`src/rtl/modulator16bit_if.sv`:
```
// modulator16bit_if: sample handshake and modulated-output bundle for modulator16bit.
// UNDERRUN exists only when SDM_UNDERRUN_EN is defined.
interface modulator16bit_if #(parameter int FRAME_BITS = 8);
  logic [15:0] D;
  logic VALID;
  logic READY;
  logic MODE;
  logic VMOD;
  logic [FRAME_BITS-1:0] timer;
  logic [FRAME_BITS-1:0] count;
  logic FRAME_DONE;
`ifdef SDM_UNDERRUN_EN
  logic UNDERRUN;
`endif
  modport master (
`ifdef SDM_UNDERRUN_EN
    input UNDERRUN,
`endif
    output D, VALID, MODE,
    input READY, VMOD, timer, count, FRAME_DONE
  );
  modport slave (
`ifdef SDM_UNDERRUN_EN
    output UNDERRUN,
`endif
    input D, VALID, MODE,
    output READY, VMOD, timer, count, FRAME_DONE
  );
endinterface

```
`src/rtl/modulator16bit.sv`:
```
// modulator16bit: frame-based sigma-delta/PWM 1-bit modulator of 16-bit samples.
// Define SDM_UNDERRUN_EN to add the UNDERRUN port.
module modulator16bit #(
  parameter int FRAME_BITS = 8
) (
  input logic CLK,
  input logic RST,
  modulator16bit_if.slave bus
);
  localparam int F = FRAME_BITS;
  logic [15:0] r_shadow;
  logic r_full;
  logic [F-1:0] r_k;
  logic [F-1:0] r_timer;
  logic [F-1:0] r_acc;
  logic [F-1:0] r_count;
  logic r_mode;
  logic r_vmod;
  logic r_done;
  logic w_bnd;
  logic w_mode;
  logic w_vmod;
  logic [F-1:0] w_k;
  logic [F-1:0] w_t_next;
  logic [F-1:0] w_acc;
  logic [F:0] w_sum;
  logic w_unused_shadow;
  // Outputs are computed one edge ahead so VMOD/timer/count/FRAME_DONE share a phase.
  always_comb begin
    w_bnd = &r_timer;
    w_k = (w_bnd && r_full) ? r_shadow[15 -: F] : r_k;
    w_mode = w_bnd ? bus.MODE : r_mode;
    w_t_next = r_timer + F'(1);
    w_acc = w_bnd ? '0 : r_acc;
    w_sum = {1'b0, w_acc} + {1'b0, w_k};
    w_vmod = w_mode ? (w_t_next < w_k) : w_sum[F];
  end
  assign w_unused_shadow = ^r_shadow;
`ifdef SDM_UNDERRUN_EN
  logic r_underrun;
  always_ff @(posedge CLK)
    r_underrun <= RST ? 1'b0 : (w_bnd && !r_full);
  assign bus.UNDERRUN = r_underrun;
`endif
  always_ff @(posedge CLK) begin
    if (RST) begin
      r_shadow <= '0;
      r_full <= 1'b0;
      r_k <= '0;
      r_timer <= '0;
      r_acc <= '0;
      r_count <= '0;
      r_mode <= 1'b0;
      r_vmod <= 1'b0;
      r_done <= 1'b0;
    end else begin
      r_timer <= w_t_next;
      r_acc <= w_sum[F-1:0];
      r_k <= w_k;
      r_mode <= w_mode;
      r_vmod <= w_vmod;
      r_count <= (w_bnd ? '0 : r_count) + F'(w_vmod);
      r_done <= &w_t_next;
      if (bus.VALID && !r_full) begin
        r_shadow <= bus.D;
        r_full <= 1'b1;
      end else if (w_bnd) begin
        r_full <= 1'b0;
      end
    end
  end
  assign bus.READY = ~r_full;
  assign bus.VMOD = r_vmod;
  assign bus.timer = r_timer;
  assign bus.count = r_count;
  assign bus.FRAME_DONE = r_done;
endmodule
```
`src/flat_wrapper.sv`:
```
// flat-port wrapper written by rule: the top's interface ports become plain ports
module modulator16bit_flat 
#(
  parameter int FRAME_BITS = 8
)
  (CLK, RST, bus_D, bus_VALID, bus_MODE, bus_READY, bus_VMOD, bus_timer, bus_count, bus_FRAME_DONE);
  modulator16bit_if #(.FRAME_BITS(FRAME_BITS)) bus_i ();
  input logic CLK;
  input logic RST;
  input wire logic [$bits(bus_i.D)-1:0] bus_D;
  input wire logic [$bits(bus_i.VALID)-1:0] bus_VALID;
  input wire logic [$bits(bus_i.MODE)-1:0] bus_MODE;
  output wire logic [$bits(bus_i.READY)-1:0] bus_READY;
  output wire logic [$bits(bus_i.VMOD)-1:0] bus_VMOD;
  output wire logic [$bits(bus_i.timer)-1:0] bus_timer;
  output wire logic [$bits(bus_i.count)-1:0] bus_count;
  output wire logic [$bits(bus_i.FRAME_DONE)-1:0] bus_FRAME_DONE;
  assign bus_i.D = bus_D;
  assign bus_i.VALID = bus_VALID;
  assign bus_i.MODE = bus_MODE;
  assign bus_READY = bus_i.READY;
  assign bus_VMOD = bus_i.VMOD;
  assign bus_timer = bus_i.timer;
  assign bus_count = bus_i.count;
  assign bus_FRAME_DONE = bus_i.FRAME_DONE;
  modulator16bit #(.FRAME_BITS(FRAME_BITS)) u_core (.CLK(CLK), .RST(RST), .bus(bus_i));
endmodule
```
`config.mk`:
```
export PLATFORM = sky130hd
export DESIGN_NAME = modulator16bit_flat
export DESIGN_NICKNAME = d
export VERILOG_FILES = /design/src/rtl/modulator16bit_if.sv /design/src/rtl/modulator16bit.sv /design/src/flat_wrapper.sv
export SDC_FILE = /design/constraint.sdc
export NUM_CORES = 1
export LEC_CHECK = 0
export CORE_MARGIN = 5
export CORE_UTILIZATION = 57
export CTS_CLUSTER_SIZE = 30
export DETAILED_ROUTE_END_ITERATION = 12
export PLACE_DENSITY = 0.86
export SLEW_MARGIN = 20
export SYNTH_ARGS = -nofsm -noshare
export SYNTH_HDL_FRONTEND = slang
export SYNTH_SLANG_ARGS = --single-unit
```
`constraint.sdc`:
```
create_clock -name CLK -period 8.78 [get_ports CLK]
set_clock_uncertainty 0.15 [all_clocks]
set_input_delay 1.317 -clock CLK [delete_from_list [all_inputs] [get_ports CLK]]
set_output_delay 1.317 -clock CLK [all_outputs]
set_load 0.02 [all_outputs]
```
==> summary.md, run 1 <==
| Metric | Value |
|---|---|
| Outcome | `finished, final reports clean` |
| Routability Congestion | `0.799` |
| Post-layout min period | `4.51 ns` |
| EDFF count, synth | `0` |
| Ys async rst share | `0` |
| Root Driver | `clkbuf_8` |
| NumNets Final | `326` |
| Setup tns final | `0 ns` |
| Fin crit share | `0.513` |
| #FFs+latches synth | `44` |
| Design Area, Final | `2810 sq um` |
| Worst path slowest cell | `and4_1` |
| Worst-margin pin slew | `0.990 ns` |
| Buf/Inv on CP | `1` |
| Die area | `5690 sq um` |
| Vias in the first global route | `1833` |
| Syn avg cell area | `9.35 sq um` |
| Final hold vios | `0` |
| DRT Pass-1 Iters | `4` |
| Crit-path most repeated cell | `ha_1` |
| Worst vdd ir | `0.000109 V` |
| Die width | `75.4 um` |
| Post-CTS setup buffers | `0` |
| Gr ovfl total | `0` |
| Gate family responsible for the most delay along the worst path | `simple AND/OR/NAND/NOR gates` |
| Post-Syn Area | `2440 sq um` |
| Layout Area Growth over Synthesis | `15.0%` |
| DRT iter0 DRCs | `156` |
| Dominant register cell in the synthesized netlist | `dfxtp_1` |
| Total Routed Length | `5230 um` |
| Wire per inst | `15.4 um` |
| Core box area | `4090 sq um` |
| Setup violations, final | `0` |
| DP HPWL | `3730 um` |
| Endpoint type of the worst setup path | `flop` |
| First-pass GRT wire length | `8620 um` |
| RSZ-0062 raised after global routing | `false` |
| Unique masters post-synth | `56` |
| Vias | `1961` |
| Critical Path Max Stage Delay | `0.51 ns` |
| Via density per instance | `5.78` |
| Worst Setup Path Type | `flop to flop` |
| Crit path launch type | `flop` |
| Placed Area | `2720 sq um` |
| Multi-input gate area | `1410 sq um` |
| Max Clock Freq | `222 MHz` |
| Critical Path RT | `8.85 ns` |
| Final-report max-slew violation count | `0` |
| Post-CTS sizing | `0` |
| Layout cells sized above 1 | `0.0830` |
| Total track usage | `0.200` |
| Clk_lat worst skew | `0.30 ns` |
| Register Area | `881 sq um` |
| ANT nets after route | `0` |
| Largest net degree at the start of global routing | `48` |
| CP cell instances | `ha_1, and4_1, nand3_4, mux2i_1, inv_1, ha_1, and3_2, nand4_1, or3_1, a41o_1, nand2_1, ha_1, o2111a_1, nand3_1, xor2_1, nor3_1` |
| Crit Path Max Fanout | `8` |
| Clk pin slew, worst setup/hold paths | `0.09 ns` |
| Hold buffers post-CTS | `0` |
| Static leakage | `1.29 nW` |
| Cell Rows | `23` |
| CTS Buffer Depth | `2` |
| Yosys Warn Count | `0` |
| Htree depth | `2` |
| DR DRC count | `0` |
| ANT cells | `0` |
| Hold Path Class | `flop to flop` |
| Die H | `75.4 um` |
| CTS Buf Count | `5` |
| Cell Pwr Density | `131 nW/um^2` |
| CTS tree | `yes` |
| Sequential-to-total area share from yosys stat | `0.361` |
| Initial core utilization | `0.597` |
| I/O Buffers | `30` |
| Worst slew margin | `0.338` |
| Syn Nets | `299` |
| Worst Path Arrival | `4.58 ns` |
| Synth Instances | `261` |
| # Max-Cap Violations | `0` |
| Fill count | `334` |
| Num ports | `39` |
| Sink Count | `44` |
| Initial antenna violation count | `0` |
## worst paths after layout
check	startpoint	endpoint	slack [ns]	depth (start not counted)
setup / recovery	u_core.bus.timer[0]$_SDFF_PP0_	u_core.bus.count[5]$_SDFF_PP0_	4.27	16
hold reg to reg	u_core.r_shadow[14]$_SDFFE_PP0P_	u_core.r_shadow[14]$_SDFFE_PP0P_	0.35	2
hold / removal	u_core.r_shadow[14]$_SDFFE_PP0P_	u_core.r_shadow[14]$_SDFFE_PP0P_	0.35	2
setup reg to reg	u_core.bus.timer[0]$_SDFF_PP0_	u_core.bus.count[5]$_SDFF_PP0_	4.27	16
## layout make-up
type,count,share of cell area
multi-input combinational,189,0.500
sequential,44,0.314
timing repair buffer,31,0.110
clock buffer,5,0.0245
inverter,17,0.0227
tap,50,0.0223
clock inverter,3,0.00668
## where the power goes
part / switching [mW] / internal, mW
Combinational: 0.0164 / 0.0159
Clock: 0.0712 / 0.0555
Sequential: 0.00511 / 0.204
Total: 0.0927 / 0.275
## tightest hold or removal path, stage by stage (launching register included)
cell and delay, ns:
dfxtp_1 0.33, mux2i_1 0.06, nor2_1 0.07
## stage by stage
| stage | cells | total power, mW | hold WS, ns | utilization | setup slack, ns |
|---|---|---|---|---|---|
| 6_report | 339 | 0.368 | 0.347 | 0.687 | 4.27 |
| 2_1_floorplan | 261 | 0.235 | 0.310 | - | 4.92 |
| 3_5_place_dp | 331 | 0.246 | 0.332 | 0.666 | 4.37 |
| 5_1_grt | 339 | 0.385 | 0.375 | 0.687 | 3.99 |
| 4_1_cts | 339 | 0.372 | 0.352 | 0.687 | 4.29 |
| 3_3_place_gp | 331 | 0.245 | 0.327 | 0.666 | 4.40 |
## cells by family after synthesis
family | Yosys count | share of synthesized area
compound gates | 42 | 0.133
xor+xnor | 14 | 0.0502
fa+ha+maj | 19 | 0.0994
buf+inv | 28 | 0.0636
flops | 44 | 0.361
mux | 19 | 0.0794
simple gates | 95 | 0.213
## routing by layer
metal / global-route usage / wire length, um
met1: 0.263 / 2320
met2: 0.319 / 2460
met5: 0 / 0
met3: 0.0409 / 361
met4: 0.0816 / 88
## synth_stat cells (2+ instances only)
| cell type | count | share of area |
|---|---|---|
| dfxtp_1 | 44 | 0.36 |
| nor2_1 | 30 | 0.046 |
| ha_1 | 17 | 0.087 |
| inv_1 | 17 | 0.026 |
| mux2i_1 | 16 | 0.066 |
| nor2b_1 | 11 | 0.028 |
| nand3_1 | 10 | 0.021 |
| xor2_1 | 10 | 0.036 |
| and2_1 | 9 | 0.023 |
| a21oi_1 | 8 | 0.016 |
| nand2_1 | 7 | 0.011 |
| nor3_1 | 7 | 0.014 |
| clkbuf_1 | 5 | 0.0077 |
| buf_6 | 4 | 0.018 |
| o21ai_0 | 4 | 0.0082 |
| xnor2_1 | 4 | 0.014 |
| a211oi_1 | 3 | 0.0092 |
| a21o_1 | 3 | 0.0092 |
| and3_1 | 3 | 0.0077 |
| mux2_2 | 3 | 0.014 |
| nor4_1 | 3 | 0.0077 |
| o211ai_1 | 3 | 0.0092 |
| a31oi_1 | 2 | 0.0051 |
| clkbuf_8 | 2 | 0.011 |
| nand4_1 | 2 | 0.0051 |
| nor3b_1 | 2 | 0.0061 |
| o2111a_1 | 2 | 0.0092 |
| o21a_1 | 2 | 0.0061 |
## registers in the layout (all words and copies together), names as in the netlist
| name | cells |
|---|---|
| u_core.bus.FRAME_DONE | 1 |
| u_core.bus.count | 8 |
| u_core.r_full | 1 |
| u_core.bus.timer | 8 |
| u_core.r_mode | 1 |
| u_core.bus.VMOD | 1 |
| u_core.r_k | 8 |
| u_core.r_shadow | 8 |
| u_core.r_acc | 8 |
## cell usage in the layout, fill, tap and decap left out, drive strengths merged, types with 5 or more instances in the layout
cell type	count
a21oi	9
and2	10
and3	5
clkbuf	5
clkdlybuf4s50	30
dfxtp	44
ha	17
inv	17
mux2i	16
nand2	7
nand3	12
nor2	30
nor2b	11
nor3	8
xor2	10
Power figures use the tool's default switching activity.
==> run 2: changes to the inputs <==
--- a/config.mk
+++ b/config.mk
@@ -6,10 +6,10 @@
 export NUM_CORES = 1
 export LEC_CHECK = 0
 export CORE_MARGIN = 5
-export CORE_UTILIZATION = 57
+export CORE_UTILIZATION = 53
 export CTS_CLUSTER_SIZE = 30
 export DETAILED_ROUTE_END_ITERATION = 12
-export PLACE_DENSITY = 0.86
+export PLACE_DENSITY = 0.81
 export SLEW_MARGIN = 20
 export SYNTH_ARGS = -nofsm -noshare
 export SYNTH_HDL_FRONTEND = slang
==> constraint.sdc (replaced) <==
create_clock -name CLK -period 4.17 [get_ports CLK]
set_clock_uncertainty 0.15 [all_clocks]
set_input_delay 0.6255 -clock CLK [delete_from_list [all_inputs] [get_ports CLK]]
set_output_delay 0.6255 -clock CLK [all_outputs]
set_load 0.02 [all_outputs]
==> run 2 against run 1 <==
Fmax up 17%. Via count rose by 1.4%. Count of clock-buffer cells in the layout unchanged. Critical path depth is 1 lower. Global-route usage decreased by 1.5 points. Core utilization down 3.2 points. Die area grew 6.5%. Hold slack improved by 0.0052 ns. First-iteration DRC count decreased by 9.6%. Final area is 3.0% higher. Clock power up 110%.
==> summary.md, run 2 (synthesis results as in run 1) <==
| Metric | Value |
|---|---|
| Outcome | `finished, final reports clean` |
| Max Clock Freq | `259 MHz` |
| Final worst slack | `0.306 ns` |
| Routability Congestion | `0.865` |
| Post-CTS setup buffers | `0` |
| Fin util | `0.655` |
| Die H | `77.9 um` |
| Worst-margin pin slew | `1.04 ns` |
| CTS Buf Count | `5` |
| Crit Path Max Fanout | `8` |
| Dpl ws | `0.327 ns` |
| Final hold vios | `0` |
| Post-layout min period | `3.86 ns` |
| Worst slew margin | `0.309` |
| ANT cells | `0` |
| Layout cells sized above 1 | `0.117` |
| Commonest non-fill, non-tap cell in the layout | `dfxtp_1` |
| DRT iter0 DRCs | `141` |
| Clk pin slew, worst setup/hold paths | `0.09 ns` |
| Setup tns final | `0 ns` |
| Final-report max-slew violation count | `0` |
| Worst Setup Path Type | `flop to flop` |
| Worst hold endpoint | `u_core.r_shadow[12]$_SDFFE_PP0P_` |
| Via density per instance | `5.65` |
| Core box area | `4410 sq um` |
| CTS tree | `yes` |
| Worst r2r src | `u_core.bus.timer[1]$_SDFF_PP0_` |
| NumNets Final | `337` |
| Cell Rows | `24` |
| DR DRC count | `0` |
| I/O Buffers | `30` |
| Vias | `1989` |
| # Max-Cap Violations | `0` |
| Initial core utilization | `0.553` |
| Flop2flop setup slack | `0.31 ns` |
| Setup violations, final | `0` |
| ANT nets after route | `0` |
| Layout Area Growth over Synthesis | `18.5%` |
| First-pass GRT wire length | `9140 um` |
| Fin crit share | `0.927` |
| Commonest non-fill, non-tap cells in the layout | `dfxtp_1, nor2_1, clkdlybuf4s50_1` |
| Non-filler cells, final | `352` |
| Critical Path RT | `4.25 ns` |
| DP HPWL | `4050 um` |
| Crit path launch type | `flop` |
| Wire per inst | `15.1 um` |
| Total Routed Length | `5300 um` |
| Endpoint type of the worst setup path | `flop` |
| Register-to-Register Path Depth | `15` |
| Num ports | `39` |
| Post-CTS sizing | `0` |
| Static leakage | `1.34 nW` |
| RSZ-0062 raised after global routing | `false` |
| Die area | `6060 sq um` |
| Vias in the first global route | `1954` |
| Design Power | `780 uW` |
| Sink Count | `44` |
| Root Driver | `clkbuf_8` |
| CTS Buffer Depth | `2` |
| Critical R2R Capture | `u_core.bus.count[3]$_SDFF_PP0_` |
| Hold Path Class | `flop to flop` |
| Clk_lat worst skew | `0.30 ns` |
| Worst Path Arrival | `3.94 ns` |
| Initial antenna violation count | `0` |
| Htree depth | `2` |
| Hold Crit Start | `u_core.r_shadow[12]$_SDFFE_PP0P_` |
| DP Cell Count | `344` |
| Largest net degree at the start of global routing | `25` |
| Die width | `77.9 um` |
| WHS Path Cells | `2` |
| Hold buffers post-CTS | `0` |
| Gr ovfl total | `0` |
| Total track usage | `0.184` |
| Worst vdd ir | `0.000172 V` |
| Cell Pwr Density | `270 nW/um^2` |
| DRT Pass-1 Iters | `4` |
==> run 2: layer usage <==
layer	wire (um)	global-route usage
met2	2500	0.307
met3	328	0.0417
met5	0	0
met4	100	0.0601
met1	2370	0.235
==> run 2: power breakdown <==
group | switching (mW) | internal [mW]
sequential | 0.00662 | 0.430
clock | 0.149 | 0.117
combinational | 0.0404 | 0.0377
==> run 2: worst max-delay path by stage <==
stage	startpoint	endpoint	cells past startpoint
2_1_floorplan	u_core.bus.timer[0]$_SDFF_PP0_	u_core.bus.count[4]$_SDFF_PP0_	17
3_3_place_gp	u_core.bus.timer[2]$_SDFF_PP0_	u_core.bus.count[3]$_SDFF_PP0_	14
3_5_place_dp	u_core.bus.timer[2]$_SDFF_PP0_	u_core.bus.count[3]$_SDFF_PP0_	14
4_1_cts	u_core.bus.timer[1]$_SDFF_PP0_	u_core.bus.count[3]$_SDFF_PP0_	15
5_1_grt	u_core.bus.timer[2]$_SDFF_PP0_	u_core.bus.count[4]$_SDFF_PP0_	15
6_report	u_core.bus.timer[1]$_SDFF_PP0_	u_core.bus.count[3]$_SDFF_PP0_	15
==> run 2: final cells by class <==
class / instances / area (sq um)
Fill cell: 357 / 1520
Sequential cell: 44 / 881
Tap cell: 52 / 65.1
Clock inverter: 3 / 18.8
Clock buffer: 5 / 68.8
Multi-Input combinational cell: 189 / 1410
Timing Repair Buffer: 42 / 390
Inverter: 17 / 63.8
==> run 2: metrics by stage <==
stage	hold slack [ns]	cell area, sq um
after floorplan	0.310	2440
after global placement	0.329	2810
after detailed placement	0.341	2810
after CTS	0.361	2890
after global routing	0.393	2890
final	0.352	2890
==> run 2: critical path, cell delays in order (launching register included) <==
cell and delay (ns):
dfxtp_1 0.35, ha_1 0.17, and4_1 0.28, nand3_4 0.19, mux2i_1 0.29, inv_1 0.10
ha_1 0.37, and3_2 0.26, nand4_1 0.10, or3_1 0.32, a41o_1 0.27, nand2_1 0.11
ha_1 0.18, o2111a_1 0.23, mux2_2 0.34, nor2_1 0.08
